**config.mk**
```make
export PLATFORM = sky130hd
export DESIGN_NAME = deserializer
export DESIGN_NICKNAME = d
export VERILOG_FILES = /design/src/rtl/deserializer_pkg.sv /design/src/rtl/deser_shift_reg.sv /design/src/rtl/deserializer.sv
export SDC_FILE = /design/constraint.sdc
export NUM_CORES = 1
export LEC_CHECK = 0
export ABC_AREA = 0
export CELL_PAD_IN_SITES_DETAIL_PLACEMENT = 0
export CELL_PAD_IN_SITES_GLOBAL_PLACEMENT = 1
export CORE_MARGIN = 4
export CORE_UTILIZATION = 46
export DETAILED_ROUTE_END_ITERATION = 10
export DONT_BUFFER_PORTS = 1
export GPL_TIMING_DRIVEN = 1
export PLACE_DENSITY = 0.81
export SKIP_LAST_GASP = 1
export SYNTH_ARGS = -nofsm -noshare
export SYNTH_HDL_FRONTEND = slang
export SYNTH_SLANG_ARGS = --single-unit
export TNS_END_PERCENT = 50
```
**constraint.sdc**
```tcl
create_clock -name CLK -period 2 [get_ports CLK]
set_input_delay 0.3 -clock CLK [delete_from_list [all_inputs] [get_ports CLK]]
set_output_delay 0.3 -clock CLK [all_outputs]
set_load 0.02 [all_outputs]
```
**src/rtl/deserializer_pkg.sv**
```systemverilog
// deserializer_pkg: frame FSM state encoding and default widths shared by the serial link blocks.
package deserializer_pkg;
  typedef enum logic [1:0] {IDLE = 2'd0, SHIFT = 2'd1, DONE = 2'd2} state_t;
  localparam int DATA_WIDTH_DEF = 16;
  localparam int CNT_WIDTH_DEF = 5;
endpackage

```
**src/rtl/deser_shift_reg.sv**
```systemverilog
// deser_shift_reg: LSB-first shift register with bit counter, clear and terminal-count flag.
module deser_shift_reg #(
  parameter int W = 16,
  parameter int CW = 5
) (
  input  logic          CLK,
  input  logic          RST,
  input  logic          shift_en,
  input  logic          clr,
  input  logic          din,
  output logic [W-1:0]  q_next,
  output logic [CW-1:0] cnt,
  output logic          tc
);
  logic [W-1:0] q;
  assign q_next = {din, q[W-1:1]};
  assign tc = cnt == CW'(W - 1);
  always_ff @(posedge CLK) begin
    if (RST || clr) begin
      q <= '0;
      cnt <= '0;
    end else if (shift_en) begin
      q <= q_next;
      cnt <= cnt + 1'b1;
    end
  end
endmodule

```
**src/rtl/deserializer.sv**
```systemverilog
// deserializer: collects DATA_WIDTH serial bits LSB first into P_DATA with valid pulse and overrun flag.
module deserializer
  import deserializer_pkg::*;
#(
  parameter int DATA_WIDTH = DATA_WIDTH_DEF,
  parameter int CNT_WIDTH = CNT_WIDTH_DEF
) (
  input  logic                  CLK,
  input  logic                  RST,
  input  logic                  deser_en,
  input  logic                  bit_strobe,
  input  logic                  S_DATA,
  input  logic                  data_ack,
  output logic [DATA_WIDTH-1:0] P_DATA,
  output logic                  DATA_VALID,
  output logic                  deser_busy,
  output logic [CNT_WIDTH-1:0]  bit_cnt,
  output logic                  overrun
);
  state_t state, state_next;
  logic [DATA_WIDTH-1:0] shifted;
  logic shift_en, clr, tc, complete, pending;
  assign shift_en = deser_en && bit_strobe && state != DONE;
  assign clr = state == DONE || (state == SHIFT && !deser_en);
  assign complete = state == SHIFT && shift_en && tc;
  deser_shift_reg #(.W(DATA_WIDTH), .CW(CNT_WIDTH)) u_sr (
    .CLK(CLK), .RST(RST), .shift_en(shift_en), .clr(clr), .din(S_DATA),
    .q_next(shifted), .cnt(bit_cnt), .tc(tc)
  );
  always_ff @(posedge CLK) begin
    if (RST) state <= IDLE;
    else state <= state_next;
  end
  always_comb begin
    state_next = state == IDLE  ? (deser_en ? SHIFT : IDLE) :
                 state == SHIFT ? (!deser_en ? IDLE : complete ? DONE : SHIFT) :
                                  (deser_en ? SHIFT : IDLE);
  end
  always_comb begin
    DATA_VALID = state == DONE;
    deser_busy = state == SHIFT;
  end
  // P_DATA loads on the capturing edge so it is already valid during the DONE pulse
  always_ff @(posedge CLK) begin
    if (RST) begin
      P_DATA <= '0;
      pending <= 1'b0;
      overrun <= 1'b0;
    end else begin
      if (complete) P_DATA <= shifted;
      if (state == DONE) begin
        pending <= 1'b1;
        if (pending && !data_ack) overrun <= 1'b1;
      end else if (data_ack) pending <= 1'b0;
    end
  end
endmodule
```
==> impl_results.md <==
* Critical Path Most Common Cell: ha_1
* Crit path kind: reg2reg
* Ys flop type: dfxtp_1
* Area of the die at 4710 um2
* Multi-input gate area at 797 um2
* Worst EP required at 2.21 ns
* Height of the chip at 68.6 um
* Clk buf depth at 2
* Total Power at 0.00135 W
* # H-tree levels at 2
* Logic pwr share at 4.2%
* Final Cycle Share at 83.4%
* Via density at 5.50
* CP Capture Type: register
* Total length of routed wires at 3300 um
* Via count at 1264
* WP data arrival at 1.87 ns
* Root buf cell: clkbuf_8
* Clock skew at 0.00428 ns
* Num CTS Buffers at 5
* Site Rows at 21
* Final Non-Filler Cells at 230
* DRC errors left at 0
* Yosys warns at 0
* Cells along the critical path: ha_1 -> and3_1 -> ha_1 -> and3_2 -> mux2i_1
* Post-CTS setup buffer count at 0
* Sw Pwr at 0.000289 W
* Worst-skew pair later-pin latency at 0.28 ns
* Final Max Tran Viols at 0
* Final GP Congestion at 0.678
* GRT Overall Usage at 16.1%
* Vias in the first global route at 1238
* # IOs at 30
* P_leak at 0.585 nW
* Initial antenna violation count at 0
* Slowest stage cell, crit path: and3_2
* WHS at 0.0783 ns
* Outcome: completed
* Final setup fails at 0
* Clk sink count at 40
* Register area share after synthesis at 47.4%
* WL per Instance at 14.4 um
* Worst path max stage delay at 0.52 ns
* Max Freq at 600 MHz
* Slew @ Worst Pin at 0.525 ns
* Post-layout util at 52.6%
* N_diodes at 0
* IO buf count at 0
* Synth Net Count at 192
* 1st-pass router iterations at 4
* First-pass GRT wire length at 5620 um
* CP Launch Type: register
* CTS tree: done
* Pwr per Cell Area at 747 nW/um2
* Cells after Synth at 184
* Reg power frac at 59.6%
* Synth unique cells at 28
* Placed cell count at 223
* Unrepaired setup endpoints after global routing: false
* Initial Utilization at 49.1%
* Area delta synth->final at 7.26%
* Sw Ratio at 21.3%
* Layout cell share with drive strength beyond 1 at 11.4%
* Final net count at 192
* Fill count at 319
* Peak VDD IR at 0.000399 V
* Worst rel slew slack at 65.0%
* Avg Cell Area, Syn at 9.18 um2
* P_int at 0.00106 W
* Core ar. at 3440 um2
* Detailed Place HPWL at 2290 um
* Maxcap violations at 0
* Largest net degree at the start of global routing at 38
* Post-synthesis async set-or-reset flop share at 0%
* Worst hold path type: in2reg
* Worst-path clk slew at 0.07 ns
* Initial DRC Count at 79
* Crit path max fanout at 18
* Final Hold Vio Count at 0
* Reg area at 801 um2
* Synthesized area at 1690 um2
* Post-synth EDFFs at 0
* Die width at 68.6 um
* Remaining Overflow, GRT at 0
* #FFs+latches synth at 40
* Clock share of power at 36.2%
* Crit path time final at 1.67 ns
* Detail Route Antenna Nets at 0
placed cells by master (no fill, tap or decap), types with 2 or more instances in the layout:
cell type and instances:
a21oi_1 21, buf_4 9, clkbuf_8 5, dfxtp_1 40
ha_1 2, inv_1 2, mux2i_1 16, nand2_1 2
nand2b_1 33, nand3_1 17, nor2_1 2, nor3_1 2
o21ai_0 17
logic make-up after synthesis:
logic type,share of synthesized area [%]
and+or+nand+nor,22.8
buffers and inverters,5.48
DFF,47.4
adders and majority gates,1.48
muxes,9.48
AOI/OAI and AO/OA,13.3
registers in the layout, indices dropped and copies added (netlist names):
signal	cells
P_DATA	16
u_sr.q	15
pending	1
overrun	1
state	2
u_sr.cnt	5
through the flow:
stage | setup slack (ns) | setup TNS [ns] | area (um2)
after CTS | 0.319 | 0 | 1810
after detailed placement | -0.00580 | -0.00580 | 1730
after floorplan | 0.346 | 0 | 1690
after global placement | 0.0669 | 0 | 1730
after global routing | 0.193 | 0 | 1810
final | 0.332 | 0 | 1810
power by group through the flow:
stage	Sequential (W)	Clock [W]	Combinational [W]
2_1_floorplan	0.000826	0	0.0000493
3_3_place_gp	0.000824	0	0.0000560
3_5_place_dp	0.000824	0	0.0000571
4_1_cts	0.000806	0.000515	0.0000574
5_1_grt	0.000806	0.000550	0.0000619
6_report	0.000806	0.000490	0.0000571
cell type report:
cell class / instances / share of cell area, %
tap: 46 / 3.18
multi-input combinational: 125 / 44.0
timing repair buffer: 9 / 3.73
sequential: 40 / 44.2
inverter: 3 / 0.622
clock inverter: 1 / 0.276
clock buffer: 6 / 4.01
worst max-delay path, delay by kind of cell, from the launching register on:
kind | cells | cell delay (ns)
adder cells (fa/ha/maj) | 2 | 0.30
flip-flops | 1 | 0.34
multiplexers | 1 | 0.26
AND/OR/NAND/NOR | 2 | 0.68
routing by layer:
metal / wire, um / vias to the layer above / GRT usage, %
li1: - / 626 / -
met1: 1440 / 598 / 18.1
met2: 1590 / 36 / 27.5
met3: 242 / 4 / 5.83
met4: 25 / 0 / 5.96
met5: 0 / - / 0
timing repair:
item / CTS / global route
endpoints found under the setup margin: 4 / 0
resized for setup: 1 / 0
hold buffers: 0 / 0
path summary, 6_finish.rpt:
check,startpoint,endpoint,slack (ns),depth (start not counted)
setup / recovery,u_sr.cnt[1]$_SDFFE_PP0P_,P_DATA[11]$_SDFFE_PP0P_,0.33,5
hold / removal,RST,state[1]$_SDFF_PP0_,0.08,1
setup reg to reg,u_sr.cnt[1]$_SDFFE_PP0P_,P_DATA[11]$_SDFFE_PP0P_,0.33,5
hold reg to reg,u_sr.q[1]$_SDFFE_PP0P_,P_DATA[0]$_SDFFE_PP0P_,0.48,2
synth_stat cells, types with 11 or more instances:
master	instances	area [um2]
dfxtp_1	40	801
nand2b_1	33	206
a21oi_1	21	105
nand3_1	17	85.1
o21ai_0	17	85.1
mux2i_1	16	160
clkbuf_1	11	41.3
No activity file was read; power rests on OpenSTA's default activity.
